**src/rtl/q_pulse_serializer_pkg.sv**
```systemverilog
// Shared types and helpers for the serialized-charge pulse transmitter.
// Phase lengths are resolved here so the block and its bench agree on them.
package q_ser_pkg;

    typedef enum logic [2:0] {
        S_IDLE,
        S_HIGH,
        S_LOW,
        S_END_GAP,
        S_DONE
    } state_t;

    function automatic int unsigned phase_len(
        input state_t      s,
        input int unsigned pulse_d,
        input int unsigned gap_d,
        input int unsigned end_d
    );
        case (s)
            S_HIGH:    return pulse_d;
            S_LOW:     return gap_d;
            S_END_GAP: return end_d;
            default:   return 1;
        endcase
    endfunction

    function automatic int unsigned max3(
        input int unsigned a,
        input int unsigned b,
        input int unsigned c
    );
        int unsigned m;
        m = (a > b) ? a : b;
        return (m > c) ? m : c;
    endfunction

endpackage

```
**src/rtl/q_pulse_serializer_timer.sv**
```systemverilog
// Loadable down-counter timing the HIGH, LOW and END_GAP phases.
// o_expired marks the last cycle of the loaded phase.
module phase_timer #(
    parameter int unsigned WIDTH = 4
) (
    input  logic             clk,
    input  logic             rst,
    input  logic             i_en,
    input  logic             i_load,
    input  logic [WIDTH-1:0] i_load_val,
    output logic             o_expired
);

    logic [WIDTH-1:0] r_count;

    always_ff @(posedge clk) begin
        if (rst) begin
            r_count <= '0;
        end else if (i_en) begin
            if (i_load) begin
                r_count <= i_load_val;
            end else if (r_count != '0) begin
                r_count <= r_count - 1'b1;
            end
        end
    end

    assign o_expired = (r_count == '0);

endmodule

```
**src/rtl/q_pulse_serializer.sv**
```systemverilog
// Serialized-charge pulse transmitter: one fixed-width pulse per Q_PER_PULSE
// of accepted charge, followed by an end gap that expires the receiver watchdog.
module q_pulse_serializer
    import q_ser_pkg::*;
#(
    parameter int unsigned BUS_WIDTH      = 10,
    parameter int unsigned Q_PER_PULSE    = 1,
    parameter int unsigned PULSE_DURATION = 3,
    parameter int unsigned GAP_DURATION   = 3,
    parameter int unsigned WTD_BUS_WIDTH  = 3,
    parameter int unsigned END_GAP        = 2 ** WTD_BUS_WIDTH
) (
    input  logic                 clk,
    input  logic                 rst,
    input  logic                 enable,
    input  logic                 in_valid,
    output logic                 in_ready,
    input  logic [BUS_WIDTH-1:0] q_in,
    output logic                 q_serialized,
    output logic                 busy,
    output logic                 done,
    output logic [BUS_WIDTH-1:0] q_residue
);

    localparam int unsigned LP_HIGH_LEN = phase_len(S_HIGH, PULSE_DURATION, GAP_DURATION, END_GAP);
    localparam int unsigned LP_LOW_LEN  = phase_len(S_LOW, PULSE_DURATION, GAP_DURATION, END_GAP);
    localparam int unsigned LP_END_LEN  = phase_len(S_END_GAP, PULSE_DURATION, GAP_DURATION, END_GAP);
    localparam int unsigned LP_TW       = $clog2(max3(LP_HIGH_LEN, LP_LOW_LEN, LP_END_LEN) + 1);

    localparam logic [LP_TW-1:0] LP_HIGH_LD = LP_TW'(LP_HIGH_LEN - 1);
    localparam logic [LP_TW-1:0] LP_LOW_LD  = LP_TW'(LP_LOW_LEN - 1);
    localparam logic [LP_TW-1:0] LP_END_LD  = LP_TW'(LP_END_LEN - 1);

    localparam bit LP_POW2 = ((Q_PER_PULSE & (Q_PER_PULSE - 1)) == 0);

    state_t               r_state;
    state_t               w_state_nxt;
    logic [BUS_WIDTH-1:0] r_cnt;
    logic [BUS_WIDTH-1:0] r_residue;
    logic                 r_q_ser;
    logic [BUS_WIDTH-1:0] w_quot;
    logic [BUS_WIDTH-1:0] w_rem;
    logic                 w_accept;
    logic                 w_dec;
    logic                 w_load;
    logic [LP_TW-1:0]     w_load_val;
    logic                 w_expired;

    // Division resolves combinationally so N is ready at the accept edge.
    generate
        if (LP_POW2) begin : g_div_shift
            localparam int unsigned          LP_SHIFT = $clog2(Q_PER_PULSE);
            localparam logic [BUS_WIDTH-1:0] LP_MASK  = BUS_WIDTH'(Q_PER_PULSE - 1);
            assign w_quot = q_in >> LP_SHIFT;
            assign w_rem  = q_in & LP_MASK;
        end else begin : g_div_sub
            localparam logic [BUS_WIDTH:0] LP_Q = (BUS_WIDTH + 1)'(Q_PER_PULSE);
            always_comb begin
                logic [BUS_WIDTH:0]   v_rem;
                logic [BUS_WIDTH-1:0] v_num;
                v_rem  = '0;
                v_num  = q_in;
                w_quot = '0;
                for (int unsigned k = 0; k < BUS_WIDTH; k++) begin
                    v_rem  = {v_rem[BUS_WIDTH-1:0], v_num[BUS_WIDTH-1]};
                    v_num  = v_num << 1;
                    w_quot = w_quot << 1;
                    if (v_rem >= LP_Q) begin
                        v_rem     = v_rem - LP_Q;
                        w_quot[0] = 1'b1;
                    end
                end
                w_rem = v_rem[BUS_WIDTH-1:0];
            end
        end
    endgenerate

    phase_timer #(
        .WIDTH (LP_TW)
    ) u_timer (
        .clk        (clk),
        .rst        (rst),
        .i_en       (enable),
        .i_load     (w_load),
        .i_load_val (w_load_val),
        .o_expired  (w_expired)
    );

    always_comb begin
        w_state_nxt = r_state;
        w_accept    = 1'b0;
        w_dec       = 1'b0;
        w_load      = 1'b0;
        w_load_val  = '0;
        case (r_state)
            S_IDLE, S_DONE: begin
                if (in_valid) begin
                    w_accept = 1'b1;
                    w_load   = 1'b1;
                    if (w_quot != '0) begin
                        w_state_nxt = S_HIGH;
                        w_load_val  = LP_HIGH_LD;
                    end else begin
                        w_state_nxt = S_END_GAP;
                        w_load_val  = LP_END_LD;
                    end
                end else begin
                    w_state_nxt = S_IDLE;
                end
            end
            S_HIGH: begin
                if (w_expired) begin
                    w_dec  = 1'b1;
                    w_load = 1'b1;
                    if (r_cnt == BUS_WIDTH'(1)) begin
                        w_state_nxt = S_END_GAP;
                        w_load_val  = LP_END_LD;
                    end else begin
                        w_state_nxt = S_LOW;
                        w_load_val  = LP_LOW_LD;
                    end
                end
            end
            S_LOW: begin
                if (w_expired) begin
                    w_state_nxt = S_HIGH;
                    w_load      = 1'b1;
                    w_load_val  = LP_HIGH_LD;
                end
            end
            S_END_GAP: begin
                if (w_expired) begin
                    w_state_nxt = S_DONE;
                end
            end
            default: w_state_nxt = S_IDLE;
        endcase
    end

    always_ff @(posedge clk) begin
        if (rst) begin
            r_state   <= S_IDLE;
            r_cnt     <= '0;
            r_residue <= '0;
            r_q_ser   <= 1'b0;
        end else if (enable) begin
            r_state <= w_state_nxt;
            r_q_ser <= (w_state_nxt == S_HIGH);
            if (w_accept) begin
                r_cnt     <= w_quot;
                r_residue <= w_rem;
            end else if (w_dec) begin
                r_cnt <= r_cnt - 1'b1;
            end
        end
    end

    assign q_serialized = r_q_ser;
    assign q_residue    = r_residue;
    assign in_ready     = (r_state == S_IDLE) || (r_state == S_DONE);
    assign busy         = (r_state == S_HIGH) || (r_state == S_LOW) || (r_state == S_END_GAP);
    // A frozen DONE state must not strobe; the strobe waits for enable.
    assign done         = (r_state == S_DONE) && enable;

endmodule

```
**config.mk**
```make
export PLATFORM = sky130hd
export DESIGN_NAME = q_pulse_serializer
export DESIGN_NICKNAME = d
export VERILOG_FILES = /design/src/rtl/q_pulse_serializer_pkg.sv /design/src/rtl/q_pulse_serializer_timer.sv /design/src/rtl/q_pulse_serializer.sv
export SDC_FILE = /design/constraint.sdc
export NUM_CORES = 1
export LEC_CHECK = 0
export ABC_AREA = 1
export CAP_MARGIN = 20
export CORE_UTILIZATION = 45
export CTS_BUF_LIST = sky130_fd_sc_hd__clkbuf_16
export DETAILED_ROUTE_END_ITERATION = 6
export PLACE_DENSITY = 0.72
export SETUP_SLACK_MARGIN = 0.3
export SLEW_MARGIN = 15
export SYNTH_ARGS = -nofsm -noshare
export SYNTH_HDL_FRONTEND = slang
export SYNTH_SLANG_ARGS = --single-unit
```
**constraint.sdc**
```tcl
create_clock -name clk -period 4.3 [get_ports clk]
set_input_delay 0.86 -clock clk [delete_from_list [all_inputs] [get_ports clk]]
set_output_delay 0.86 -clock clk [all_outputs]
set_load 0.03 [all_outputs]
```
# Word level (Yosys, flattened, before mapping)
# Cells that the tools add are included.
# word_totals
register_bits,18
in_bits,14
out_inout_bits,14
# classes
n_eq_ne,6
addsub,2
n_mux,22
reduce_logical,14
# ops
cell,count
$mux W3,8
$mux W10,2
$pmux W3 S4,1
$eq A10 B1 Y1 const B,1
$reduce_bool A10 Y1,1
$sub A10 B1 Y10 const B,1
$pmux W3 S3,1
$mux W4,2
$eq A3 B1 Y1 const B,2
$eq A3 B2 Y1 const B,2
$mux W1,5
$logic_not A4 Y1,1
$mux W2,2
$reduce_and A2 Y1,2
$reduce_bool A2 Y1,2
$reduce_bool A4 Y1,1
$reduce_or A2 Y1,2
$sub A4 B1 Y4 const B,1
$eq A3 B3 Y1 const B,1
$logic_not A3 Y1,1
$logic_or A1 B1 Y1,3
$pmux W1 S2,1
$logic_and A1 B1 Y1,1

# Depth between registers and ports, before layout
# Gate-level depths: netlist of the first run.
# logic_depth
depth_word,5
depth_mapped,11
ltp_nobuf,10

# Cells and area by module
# From an unflattened synthesis of the first run, not the netlist that was laid out.
# hier_totals
cells_unflattened,215
area_unflattened_um2,1365.1
# modules_own_cells
mod,seq_area_each_um2,area_each_um2,instances,cells_per_inst
q_pulse_serializer,280.3,1096.1,1,172
phase_timer,80.1,269.0,1,43

# Worst setup path after synthesis of the first run
# No wires, ideal clock.
# synth_path
path_kind,input -> output
start,in enable
end,out done
required_ns,3.440
path_stages,2
n_path_buf,0
slack_ns,1.647
arrival_time_ns,1.793
cell_sequence,clkinv_1 nor3_1
# synth_between
elab_chain_cells,1
# synth_lines
element,line,text
from (decl),q_pulse_serializer.sv:15,"input logic enable,"
$logic_and A1 B1 Y1,q_pulse_serializer.sv:163,assign done = (r_state == S_DONE) && enable;
to (decl),q_pulse_serializer.sv:21,"output logic done,"
# Every way passes these cells.

# Worst setup path in the final report of the first run
# Same ends and word-level chain as after synthesis.

==> results of run 1 <==
[path summary, 6_finish.rpt]
path                                        start                   endpoint  slack, ps
setup / recovery                           enable                       done        790
hold / removal          q_serialized$_SDFFE_PP0P_  q_serialized$_SDFFE_PP0P_        470
setup reg to reg  u_timer.r_count[0]$_SDFFE_PP0P_      r_cnt[9]$_SDFFE_PP0P_       2640
hold reg to reg         q_serialized$_SDFFE_PP0P_  q_serialized$_SDFFE_PP0P_        470
[layout make-up]
class,instances,area (sq um)
clock buffer,3,75.1
fill,274,1240
inverter,23,86.3
multi-input combinational,160,787
sequential,18,360
tap,31,38.8
timing repair buffer,17,170
[cell usage after synthesis (all sizes together)]
| cell type | n |
|---|---|
| inv | 22 |
| a31oi | 2 |
| conb | 1 |
| clkinv | 1 |
| o21ai | 19 |
| or2 | 2 |
| a21oi | 20 |
| xor2 | 2 |
| a211oi | 2 |
| buf | 13 |
| dfxtp | 18 |
| nand2 | 45 |
| nor3b | 1 |
| nand3 | 13 |
| nor2 | 34 |
| clkbuf | 1 |
| nor3 | 5 |
| ha | 3 |
| nand4 | 2 |
[layer usage]
layer / vias up / part of all wire [%] / global-route usage (%)
met5: - / 0 / 0
met4: 0 / 0.36 / 3.83
met3: 2 / 5.0 / 3.72
met2: 30 / 46 / 29.8
met1: 554 / 49 / 24.7
li1: 677 / - / -
[logic make-up (layout without fill, tap and decap cells)]
kind of cell,after synthesis,in the layout,share of synthesized area [%]
AOI/OAI and AO/OA,43,43,18.1
xor gates and xnor gates,2,2,1.33
adders and majority gates,3,3,2.86
buffers and inverters,37,43,15.2
DFF,18,18,27.5
other,1,10,0.286
and+or+nand+nor,102,102,34.8
[through the flow]
step	power, W	utilization [%]	worst slack (ps)	area [sq um]	hold WS (ps)
2_1_floorplan	0.000393	-	1650	1350	442
3_3_place_gp	0.000433	52.3	797	1440	467
3_5_place_dp	0.000434	52.3	781	1440	467
4_1_cts	0.000622	55.0	776	1520	475
5_1_grt	0.000660	55.0	680	1520	505
6_report	0.000621	55.0	785	1520	470
[registers in the layout, summed over array words and instances, names as in the netlist]
register / count
q_serialized: 1
u_timer.r_count: 4
r_state: 3
r_cnt: 10
[worst max-delay path: stages]
cell and delay, ps:
clkdlybuf4s50_1 570, clkinv_1 290, nor3_1 250, clkdlybuf4s50_1 690
[report_power, final]
group | switching [W] | leakage (nW) | internal [W]
clock network | 0.0000635 | 0.0370 | 0.000122
registers | 0.0000181 | 0.148 | 0.000187
logic | 0.000147 | 0.504 | 0.0000826
total | 0.000228 | 0.689 | 0.000392
==> results.md, run 1 <==
Clocking:
- Clock-pin slew was measured on the worst setup and hold paths at roughly 50 ps.
- The clock insertion delay at the later pin of the skew report is between 200 and 300 ps.
- The maximum level of the CTS H-tree is 1.
- After clock tree synthesis, the flow added hold-fix buffers numbering 0.
- The TritonCTS clock tree is done.
- The total of cells resized after clock tree synthesis is 0.
- The longest clock path from root to sink contains 2 buffers.
- For this design, the sink count on the clock tree is 18.
- The number of buffers inserted to repair setup after CTS is 0.
- The number of buffers inserted during clock tree synthesis is 3.
- The clock tree root buffer cell is clkbuf_16.

Die:
- The floorplan has 19 rows.
- 28 I/O pins were placed.
- The floorplan step set the die width to 56.0 um.
- The die area is roughly 3100 sq um.
- After floorplanning, the core was sized to cover approximately 2800 sq um.
- The initial utilization of the core area, before any placement, comes to 47.6%.
- The height of the die is roughly 56 um.

Worst setup path:
- STA classifies the critical path endpoint as an output port.
- The maximum fanout count along the critical path is 9.
- The launching element type of the critical path is a primary input.
- Data arrives at the worst endpoint at 2650 ps.
- The critical path is of the in -> out type.
- At the worst endpoint, the required time is around 3400 ps.
- Measured in cells, the most critical reg-to-reg path has a length of 10.

Timing:
- The fmax is 285 MHz.
- Summed over all failing endpoints, the final setup total negative slack is 0 ps.
- The count of final max-slew check failures is 0.
- The hold violation count in the final report came to 0.
- The minimum clock period is 3510 ps.
- The final critical-path share of the clock period is 81.7%.
- The final setup violation count is 0.
- The setup clock skew after layout is around 4.3 ps.
- Setup repair after global routing left no endpoint under its margin.

Cells and area:
- The post-layout net count is 240.
- The share of layout cells above drive strength 1 is 9.50%.
- The number of antenna diodes in the final layout is 0.
- The library cell used most frequently in the layout, excluding fill and tap cells, is nand2_1.
- The top cell types in the final layout, fill and taps aside, are nand2_1, nor2_1, a21oi_1, dfxtp_1, clkdlybuf4s50_1.
- Relative to the synthesized area, the layout overhead comes to 15.6%.
- The count of cells in the finished layout, fillers not included, comes to approximately 250.

Synthesis:
- Counting flops and latches in the post-synthesis netlist gives 18.
- Of the synthesized area, sequential elements account for 27.5%.
- The number of distinct library cells after synthesis is 29.
- By area the synthesized netlist is led by dfxtp_1, nand2_1, nor2_1.
- The number of synthesis warnings is 0.
- The average instance area after synthesis is around 6.4 sq um.
- Synthesis produced 206 cells.
- The most area-hungry cell type in the Yosys netlist is dfxtp_1.
- The cell area that synthesis handed to floorplanning was around 1300 sq um.
- The area fraction of the dominant cell type after synthesis is 27.5%.

Route:
- The final wirelength is around 2.8 mm.
- After the first detailed-routing iteration, the DRC count stood at 45.
- The total iterations of the first detailed-routing run is 4.
- The remaining antenna violation count after routing is 0.
- After detailed routing, the number of remaining DRC violations is 0.
- The mean routed wirelength per cell is about 11 um.
- The detailed-route via count is ~1300.
- After detailed routing, the number of vias per cell comes to approximately 5.0.

Global routing:
- For this run the aggregate overflow at the end of global routing stands at 0.
- The overall global routing resource usage is between 15 and 20%.
- The initial antenna violation count is 0.
- The largest net degree at the start of global routing is 18.
- The number of global-route vias before repair is ~1100.
- The first global-routing pass estimated 4.64 mm of wire.

Min path:
- The hold-critical path depth is 2.
- In this run the worst hold path is classified as reg -> reg.

Placement:
- The number of instances in the placed design is approximately 250.
- The count of input and output buffers is 17.
- At the end of routability-driven placement, the weighted congestion stood at 0.837.
- The total half-perimeter wirelength after legalization and detailed placement is about 2.0 mm.

Run:
- Across the run, the number of max-cap violations was 0.

Power:
- The power per unit of standard cell area is 409 nW/um^2.
- The worst-case IR drop observed on VDD is 0.000364 V.
- For this design the static power due to leakage is 0.689 nW.

Run status:
- The run finished with clean final reports.
No activity file was read; power rests on OpenSTA's default activity.
==> run 2, diff against run 1 <==
Clock period 4.3 ns to 3.3 ns, I/O delays scaled along.
==> run 2 against run 1 <==
Clock skew fell by 1.3 ps. Sequential power is 31% higher. Largest power group unchanged. Worst hold slack got worse by 7.5 ps. Highest routed layer unchanged. Combinational power is 29% higher. Register-to-register slack got worse by 950 ps. Critical path type unchanged. Largest cell class unchanged. Clock power rose by 31%. Non-clock buffer count increased by 1.
==> results.md, run 2 (same netlist as run 1, synthesis figures left out) <==
Die:
- The starting density of the core is 47.6% (unchanged).
- The die area is 3140 sq um (unchanged).
- The height of the die is 56.0 um (unchanged).
- The number of placement rows came to 19 (unchanged).
- The die outline width was 56.0 um (unchanged).
- The count of boundary I/O pins came to 28 (unchanged).
- The floorplan core area came to 2760 sq um (unchanged).

Timing:
- The hold violation count in the final report is 0 (unchanged).
- The clock period could shrink to 2490 ps.
- Setup repair after global routing left no endpoint under its margin.
- Static timing analysis puts the maximum clock frequency at approximately 400 MHz.
- The final critical-path share of the clock period is ~75%.
- The count of final max-slew check failures was 0 (unchanged).
- The aggregate negative setup slack is 0 ps (unchanged).
- The worst hold slack across all endpoints is 462 ps (-7.52 ps).
- The final worst-path setup slack was 809 ps (+23.7 ps).
- The setup clock skew after layout is 2.99 ps (-1.32 ps).
- The final setup violation count is 0 (unchanged).

Global routing:
- The initial antenna violation count is 0 (unchanged).
- The overall global routing resource usage is 18.7% (+0.51 points).
- The number of global-route vias before repair is 1111 (+1.4%).
- The largest net degree at the start of global routing is 18 (unchanged).
- The global-route wire length before repair is 4.70 mm (+1.3%).
- The remaining global-route overflow is 0 (unchanged).

Cells and area:
- The register bank with the most flops is r_cnt.
- The number of filler cells placed in the layout came to 272 (-0.73%).
- The most common cell after layout, fill and taps aside is nand2_1.
- The final antenna diode count is 0 (unchanged).
- The area used by sequential logic in the layout came to 360 sq um (unchanged).
- The share of layout cells above drive strength 1 was 9.91% (+0.41 points).
- The number of flip-flops under the largest register name was 10 (unchanged).
- The top cell types in the final layout, fill and taps aside, are nand2_1, nor2_1, a21oi_1, dfxtp_1.
- The largest registers in the layout are r_cnt: 10 flops, u_timer.r_count: 4 flops, r_state: 3 flops.
- The post-layout net count is 241 (+0.42%).
- The area used by multi-input combinational logic is 787 sq um (unchanged).
- Compared with the post-synthesis result, the final layout area differs by 16.4%.

Route:
- The first-iteration detailed-routing DRC count is 25 (-44%).
- The total iterations of the first detailed-routing run is 4 (unchanged).
- The vias per cell is 4.94 (-1.3%).
- The remaining antenna violation count after routing was 0 (unchanged).
- The detailed-route via count came to 1251 (-0.95%).
- The mean routed wirelength per cell is 10.6 um (-4.0%).
- The remaining routing DRC violations is 0 (unchanged).
- The final wirelength is 2.69 mm (-3.6%).

Clocking:
- The maximum level of the CTS H-tree is 1 (unchanged).
- The clock tree root buffer cell is clkbuf_16.
- The number of buffers inserted during clock tree synthesis was 3 (unchanged).
- TritonCTS built the clock tree.
- The clock input transition at the sequential cells of the worst setup and hold paths is 50 ps (about the same).
- The maximum buffer depth of the clock tree is 2 (unchanged).
- The clock insertion delay at the later pin of the skew report is 250 ps (about the same).
- The number of sinks handled by clock tree synthesis is 18 (unchanged).

Power:
- The power per unit of standard cell area is 529 nW/um^2 (+29%).
- The switching part of the total is 36.7% (-0.10 points).
- The largest voltage drop on the vdd net came to 0.000433 V (+19%).
- The part of the power in the clock network is 30.2% (+0.2 points).
- The static leakage is 0.711 nW (+3.3%).
- The total net switching power is 0.000296 W (+30%).
- The internal cell power is 0.000512 W (+30%).
- The part of the total power dissipated in sequential elements is 33.2% (about the same).
- The combinational cell fraction of total power came to 36.6% (-0.3 points).

Worst setup path:
- The maximum fanout count along the critical path was 5 (-4).
- The data required time at the worst endpoint is 2640 ps (-800 ps).
- The worst setup path is of the in -> out kind.
- The worst setup slack for register-to-register paths is 1690 ps (-950 ps).
- The data arrival time of the worst path is 1830 ps (-820 ps).
- The number of cells on the worst reg-to-reg path is 10 (unchanged).
- The capturing element type of the critical path is an output port.
- STA classifies the critical path startpoint as a primary input.

Placement:
- The setup slack at placement is 395 ps (-387 ps).
- The count of input and output buffers was 17 (unchanged).
- The weighted congestion reported at the end of routability-driven placement came to 0.788 (-5.9%).
- The total half-perimeter wirelength after legalization and detailed placement is 2.01 mm (+2.0%).

Min path:
- The hold-critical path depth is 2 (unchanged).
- In this run the worst hold path is classified as reg -> reg.

Run:
- The max-cap check violation count is 0 (unchanged).

Run status:
- The flow ran to the end, and the final reports show no timing, DRC or antenna violations.
## run 2: changes by cell type in the layout (fill, tap and decap cells not counted), sizes merged
| cell | delta |
|---|---|
| buf | +1 |
| dlymetal6s2s | +1 |
| clkdlybuf4s50 | -1 |
## run 2: power groups by stage
stage               clock, W  sequential [W]  combinational [W]
floorplan                  0        0.000270           0.000242
global placement           0        0.000272           0.000293
detailed placement         0        0.000272           0.000295
CTS                 0.000251        0.000268           0.000297
global route        0.000256        0.000273           0.000341
finish              0.000244        0.000268           0.000296
## run 2: worst paths after layout
check	start	end
min	q_serialized$_SDFFE_PP0P_	q_serialized$_SDFFE_PP0P_
max reg2reg	u_timer.r_count[0]$_SDFFE_PP0P_	r_cnt[9]$_SDFFE_PP0P_
min reg2reg	q_serialized$_SDFFE_PP0P_	q_serialized$_SDFFE_PP0P_
max	enable	done
## run 2: timing repair
| action | 4_1_cts | 5_1_grt |
|---|---|---|
| endpoints found under the setup margin | 0 | 1 |
| setup buffers | 0 | 0 |
| resized for setup | 0 | 1 |
| hold buffers | 0 | 0 |
## run 2: critical path: stages
cell             delay (ps)
clkdlybuf4s50_1         570
clkinv_1                110
nor3_1                  180
dlymetal6s2s_1          310
## run 2: routing by layer
layer / track usage (%) / part of all wire, % / routed length (um) / up-vias
li1: - / - / - / 680
met1: 25.1 / 53 / 1420 / 538
met2: 29.3 / 42 / 1130 / 28
met3: 5.12 / 4.2 / 114 / 5
met4: 5.23 / 1.0 / 27 / 0
met5: 0 / 0 / 0 / -
## run 2: layout make-up
cell class	count	area share (%)
Timing Repair Buffer	18	11.8
Clock buffer	3	4.91
Tap cell	31	2.54
Inverter	23	5.65
Sequential cell	18	23.6
Multi-Input combinational cell	160	51.5
## run 2: through the flow
| stage | util (%) | cell area (sq um) | total power (W) | std cells |
|---|---|---|---|---|
| floorplan | - | 1350 | 0.000513 | 215 |
| global placement | 52.6 | 1450 | 0.000565 | 250 |
| detailed placement | 52.6 | 1450 | 0.000567 | 250 |
| CTS | 55.3 | 1530 | 0.000815 | 253 |
| global route | 55.4 | 1530 | 0.000870 | 253 |
| finish | 55.4 | 1530 | 0.000809 | 253 |
